===== src/rtl/spi_ram_pkg.sv =====
// Shared definitions for the SPI RAM back-end: command encodings and the
// read-path state enumeration.
package spi_ram_pkg;

    localparam logic [1:0] CMD_WR_ADDR = 2'b00;
    localparam logic [1:0] CMD_WR_DATA = 2'b01;
    localparam logic [1:0] CMD_RD_ADDR = 2'b10;
    localparam logic [1:0] CMD_RD_DATA = 2'b11;

    typedef enum logic [1:0] {
        IDLE,
        RD_ISSUE,
        RD_HOLD
    } state_t;

endpackage


===== src/rtl/spi_ram_mem.sv =====
// Simple dual-port RAM: synchronous write, synchronous read, read-before-write.
// Addresses at or beyond MEM_DEPTH drop writes and read back as zero.
module spi_ram_mem #(
    parameter int DATA_W    = 8,
    parameter int ADDR_W    = 8,
    parameter int MEM_DEPTH = 256
) (
    input  logic              clk,
    input  logic              wr_en,
    input  logic [ADDR_W-1:0] wr_addr,
    input  logic [DATA_W-1:0] wr_data,
    input  logic              rd_en,
    input  logic [ADDR_W-1:0] rd_addr,
    output logic [DATA_W-1:0] rd_data
);
    localparam int IDX_W = (MEM_DEPTH > 1) ? $clog2(MEM_DEPTH) : 1;
    localparam logic [ADDR_W:0] DEPTH_EXT = (ADDR_W + 1)'(MEM_DEPTH);

    logic [DATA_W-1:0] mem [MEM_DEPTH];
    logic              wr_in_range;
    logic              rd_in_range;

    // Extra top bit keeps the compare exact when MEM_DEPTH == 2**ADDR_W.
    assign wr_in_range = {1'b0, wr_addr} < DEPTH_EXT;
    assign rd_in_range = {1'b0, rd_addr} < DEPTH_EXT;

    always_ff @(posedge clk) begin
        if (wr_en && wr_in_range) begin
            mem[wr_addr[IDX_W-1:0]] <= wr_data;
        end
    end

    always_ff @(posedge clk) begin
        if (rd_en) begin
            rd_data <= rd_in_range ? mem[rd_addr[IDX_W-1:0]] : '0;
        end
    end

endmodule


===== src/rtl/spi_ram_ctrl.sv =====
// SPI RAM back-end: decodes command words, keeps write/read pointers and
// returns read data to the SPI front-end over a valid/ready handshake.
module spi_ram_ctrl
    import spi_ram_pkg::*;
#(
    parameter int DATA_W    = 8,
    parameter int ADDR_W    = 8,
    parameter int MEM_DEPTH = 256,
    parameter int AUTO_INC  = 1
) (
    input  logic              clk,
    input  logic              rst_n,
    input  logic [DATA_W+1:0] din,
    input  logic              rx_valid,
    output logic [DATA_W-1:0] dout,
    output logic              tx_valid,
    input  logic              tx_ready,
    output logic              cmd_err
);
    localparam logic [ADDR_W-1:0] LAST_ADDR = ADDR_W'(MEM_DEPTH - 1);

    state_t            state;
    state_t            state_next;
    logic [ADDR_W-1:0] wr_ptr;
    logic [ADDR_W-1:0] rd_ptr;
    logic [1:0]        cmd;
    logic [DATA_W-1:0] payload;
    logic [ADDR_W-1:0] addr;
    logic              wr_addr_cmd;
    logic              wr_data_cmd;
    logic              rd_addr_cmd;
    logic              rd_data_cmd;
    logic              rd_accept;
    logic              rd_reject;
    logic              load_dout;
    logic              release_dout;
    logic [DATA_W-1:0] rd_data;

    // Wrap at the last implemented word, so non power-of-two depths work.
    function automatic logic [ADDR_W-1:0] bump(input logic [ADDR_W-1:0] ptr);
        return (ptr == LAST_ADDR) ? '0 : ptr + 1'b1;
    endfunction

    assign cmd     = din[DATA_W+1:DATA_W];
    assign payload = din[DATA_W-1:0];
    assign addr    = din[ADDR_W-1:0];

    assign wr_addr_cmd = rx_valid && (cmd == CMD_WR_ADDR);
    assign wr_data_cmd = rx_valid && (cmd == CMD_WR_DATA);
    assign rd_addr_cmd = rx_valid && (cmd == CMD_RD_ADDR);
    assign rd_data_cmd = rx_valid && (cmd == CMD_RD_DATA);
    assign rd_accept   = rd_data_cmd && (state == IDLE);
    assign rd_reject   = rd_data_cmd && (state != IDLE);

    spi_ram_mem #(
        .DATA_W    (DATA_W),
        .ADDR_W    (ADDR_W),
        .MEM_DEPTH (MEM_DEPTH)
    ) u_mem (
        .clk     (clk),
        .wr_en   (wr_data_cmd && rst_n),
        .wr_addr (wr_ptr),
        .wr_data (payload),
        .rd_en   (rd_accept && rst_n),
        .rd_addr (rd_ptr),
        .rd_data (rd_data)
    );

    always_ff @(posedge clk) begin
        if (!rst_n) begin
            state <= IDLE;
        end else begin
            state <= state_next;
        end
    end

    always_comb begin
        state_next   = state;
        load_dout    = 1'b0;
        release_dout = 1'b0;
        case (state)
            IDLE: begin
                if (rd_accept) begin
                    state_next = RD_ISSUE;
                end
            end
            RD_ISSUE: begin
                load_dout  = 1'b1;
                state_next = RD_HOLD;
            end
            RD_HOLD: begin
                if (tx_ready) begin
                    release_dout = 1'b1;
                    state_next   = IDLE;
                end
            end
            default: state_next = IDLE;
        endcase
    end

    always_ff @(posedge clk) begin
        if (!rst_n) begin
            wr_ptr <= '0;
            rd_ptr <= '0;
        end else begin
            if (wr_addr_cmd) begin
                wr_ptr <= addr;
            end else if (wr_data_cmd && (AUTO_INC != 0)) begin
                wr_ptr <= bump(wr_ptr);
            end
            if (rd_addr_cmd) begin
                rd_ptr <= addr;
            end else if (rd_accept && (AUTO_INC != 0)) begin
                rd_ptr <= bump(rd_ptr);
            end
        end
    end

    // dout keeps its last value after the handshake; only tx_valid drops.
    always_ff @(posedge clk) begin
        if (!rst_n) begin
            dout     <= '0;
            tx_valid <= 1'b0;
            cmd_err  <= 1'b0;
        end else begin
            cmd_err <= rd_reject;
            if (load_dout) begin
                dout     <= rd_data;
                tx_valid <= 1'b1;
            end else if (release_dout) begin
                tx_valid <= 1'b0;
            end
        end
    end

endmodule


===== config.mk =====
export PLATFORM = sky130hd
export DESIGN_NAME = spi_ram_ctrl
export DESIGN_NICKNAME = d
export VERILOG_FILES = /design/src/rtl/spi_ram_pkg.sv /design/src/rtl/spi_ram_mem.sv /design/src/rtl/spi_ram_ctrl.sv
export SDC_FILE = /design/constraint.sdc
export NUM_CORES = 2
export LEC_CHECK = 0
export BUFFER_PORTS_ARGS = -buffer_cell sky130_fd_sc_hd__buf_2
export CORE_MARGIN = 8
export CORE_UTILIZATION = 63
export CTS_CLUSTER_SIZE = 30
export DETAILED_ROUTE_END_ITERATION = 12
export PLACE_DENSITY = 0.79
export REMOVE_ABC_BUFFERS = 1
export SYNTH_ARGS = -nofsm -noshare
export SYNTH_HDL_FRONTEND = slang
export SYNTH_SLANG_ARGS = --single-unit

===== constraint.sdc =====
create_clock -name clk -period 3.5 [get_ports clk]
set_input_delay 0.35 -clock clk [delete_from_list [all_inputs] [get_ports clk]]
set_output_delay 0.35 -clock clk [all_outputs]
set_load 0.05 [all_outputs]

==> metrics <==
Critical Path RT approximately 4200 ps; Pleak between 20 and 30 nW; Met2 Wirelength around 110 mm; post-synthesis area per instance between 20 and 25 µm²; clock sink count 2084; final hold vios 0; most used flip-flop cell after synthesis edfxtp_1; Worst-Skew Late Latency a little under 900 ps; post-synthesis instance total 3959; Critical Path Max Stage Delay approximately 1200 ps; row cnt about 130; synthesis-to-finish area growth 14.3%; Startpoint Class register; vias in the first global route 45814; Nets ~4400; clock-pin transition on the worst setup and hold timing paths approximately 70 ps; worst path bufs/invs 0; Die W ~380 µm; CTS buffer count a little under 200; initial antenna violation count 15; vias about 46000; GRT Util Overall 0.332; RSZ-0062 raised after global routing no; H-tree Lvls 4; Synthesis Warnings 0; Residual DRC 0; Root Driver clkbuf_16; fillers roughly 6800; drt first pass iters 8; top sig layer met5; CTS Buffer Depth 3; Peak VDD IR around 0.64 mV; Arr. time, crit path 4130 ps; pre-CTS setup slack -142 ps; Crit path max-delay family simple AND/OR/NAND/NOR gates; Setup crit end kind register; DR WL met3 approximately 37 mm; Detail Placement HPWL between 100 and 150 mm; sequential cell area fraction in the yosys report 0.767; final RePlAce weighted congestion 0.970; IO Port Bufs 23; Worst-Margin Slew between 1500 and 2000 ps; Seq cells post-synth roughly 2100; Post-synth EDFFs 2056; CP cell instances nor2_2 -> a22oi_1 -> a21oi_1 -> nor2_1 -> a41o_1 -> o211ai_1; Synth top area share 0.760; DIE HEIGHT roughly 380 µm; maximum capacitance violations 1; Ports 24; Overall Power around 52 mW; wl on met1 roughly 76 mm; Max Freq slightly below 300 MHz; global-route wire length before repair between 300 and 400 mm; worst min-delay path category input pin to register; largest net degree at the start of global routing between 100 and 150; Routed WL per cell around 38 µm; Starting DRT DRC Count between 7000 and 8000; final hold slack a little under 100 ps; Slew Viols, Final 16; Power Dens Cells between 500 and 600 nW/µm²; final setup fails 0; area of the core roughly 130000 µm²; Slew HR -0.0130; flop-to-flop setup slack between 80 and 90 ps; final worst-path cycle share 0.975; minimum clock period between 3000 and 4000 ps; starting density of the core 0.636; ANT nets after route 0; Final WS setup 88.3 ps; CP Max Fanout 33; critical path class register to register; top cells by area, synth edfxtp_1, mux4_2, mux2i_1; Async SR Flop Fraction 0; Util after Layout 0.726; Post-Syn Area between 80000 and 90000 µm²; non-filler cells, final 6228; Via-to-Cell Ratio around 7.4; drt total wl 236 mm; Final Skew about 65 ps; TritonCTS clock tree done; cell taking the most area after synthesis edfxtp_1; failing checks capacitance limit, slew limit; status complete, but fails checks; Netlist cell types 70; total gr overflow 0; fraction of layout cells with a size suffix above 1 0.273; Cells after DPL about 6000; CP max stage cell nor2_2; Die ar. 141000 µm²
-- layout by cell type, fill, tap and decap left out, types with 24 or more instances in the layout --
cell          n
o22ai_1      27
nor2_1      297
clkbuf_1     45
mux4_2      471
nand2_1     130
clkinv_1     57
buf_4       391
a21oi_1      53
edfxtp_1   2056
clkbuf_16   196
nor2b_1      36
a22oi_1      95
o221ai_1     29
mux2i_1     126
clkinv_2     24
o21ai_0      29
nand3_1      42
buf_12       55
-- synthesized netlist by cell type (5+ instances only) --
master	count
and2_1	24
edfxtp_1	2056
buf_4	37
nand2b_1	17
buf_1	17
buf_2	49
mux2i_1	126
ha_1	5
clkbuf_1	114
nor2_1	299
mux4_2	471
inv_1	7
o221ai_1	29
a22oi_1	95
nor3_1	23
nand3_1	44
or3_1	5
nor4_1	8
a211oi_1	15
nand2_1	130
a31oi_1	12
dfxtp_1	28
a22o_1	13
nor2b_1	38
buf_6	22
nand4_1	16
a311oi_1	7
a2111oi_0	7
o22ai_1	27
and3_1	14
a21oi_1	53
a21boi_0	11
o31ai_1	8
a221oi_1	20
o211ai_1	8
mux2_2	18
o21ai_0	29
-- state kept, by name, indices dropped and copies added, names as in the netlist --
register,cells
cmd_err,1
dout,8
rd_ptr,8
state,2
tx_valid,1
u_mem.mem,2048
u_mem.rd_data,8
wr_ptr,8
-- worst min-delay path, cell delays in order --
cell	delay (ps)
buf_2	180
buf_4	250
o21a_1	140
-- metal layers --
| metal | vias to the layer above | global-route usage |
|---|---|---|
| li1 | 17311 | - |
| met1 | 23318 | 0.422 |
| met2 | 4598 | 0.500 |
| met3 | 969 | 0.126 |
| met4 | 14 | 0.181 |
| met5 | - | 0 |
-- area by class of cell --
| class | count | area, µm² | share of cell area |
|---|---|---|---|
| Antenna cell | 9 | 22.5 | 0.000242 |
| Clock buffer | 241 | 5070 | 0.0546 |
| Clock inverter | 123 | 1370 | 0.0147 |
| Inverter | 9 | 33.8 | 0.000364 |
| Multi-Input combinational cell | 1626 | 17700 | 0.191 |
| Sequential cell | 2084 | 62300 | 0.671 |
| Tap cell | 1662 | 2080 | 0.0224 |
| Timing Repair Buffer | 474 | 4270 | 0.0460 |
-- metrics by stage --
stage                     setup TNS [ps]  instance area (µm²)
after floorplan                  -307530                80000
after global placement              -219                86300
after detailed placement            -163                86300
after CTS                              0                92800
after global routing                   0                92900
final                                  0                92900
-- worst paths after layout --
kind,end,start,cells past startpoint
worst max-delay path,u_mem.rd_data[3]$_DFFE_PP_,rd_ptr[2]$_SDFFE_PN0P_,6
worst min register to register,dout[4]$_SDFFE_PN0P_,u_mem.rd_data[4]$_DFFE_PP_,2
worst max register to register,u_mem.rd_data[3]$_DFFE_PP_,rd_ptr[2]$_SDFFE_PN0P_,6
worst min-delay path,state[1]$_SDFFE_PN0P_,rst_n,3
-- logic make-up (layout without fill, tap and decap cells) --
group	Yosys count	count (layout)	share of synthesized area
flops	2084	2084	0.767
compound gates	370	370	0.0328
buf+inv	249	847	0.0162
simple gates	634	634	0.0348
mux	615	615	0.149
other cells	0	9	0
xor+xnor	2	2	0.000216
fa+ha+maj	5	5	0.000770
-- repair_timing --
| action | CTS | global route |
|---|---|---|
| pin swaps | 0 | 0 |
| setup endpoints to repair | 2 | 1 |
| hold buffers | 5 | 0 |
| endpoints found under the hold margin | 7 | 0 |
| buffers inserted | 0 | 3 |
| resized for setup | 4 | 0 |
-- where the power goes --
group / internal [mW] / total (mW) / switching, mW
logic: 1.14 / 3.03 / 1.89
clock network: 12.0 / 21.5 / 9.46
registers: 27.4 / 27.5 / 0.0520
Note: power is estimated with default switching activity, not from simulation.
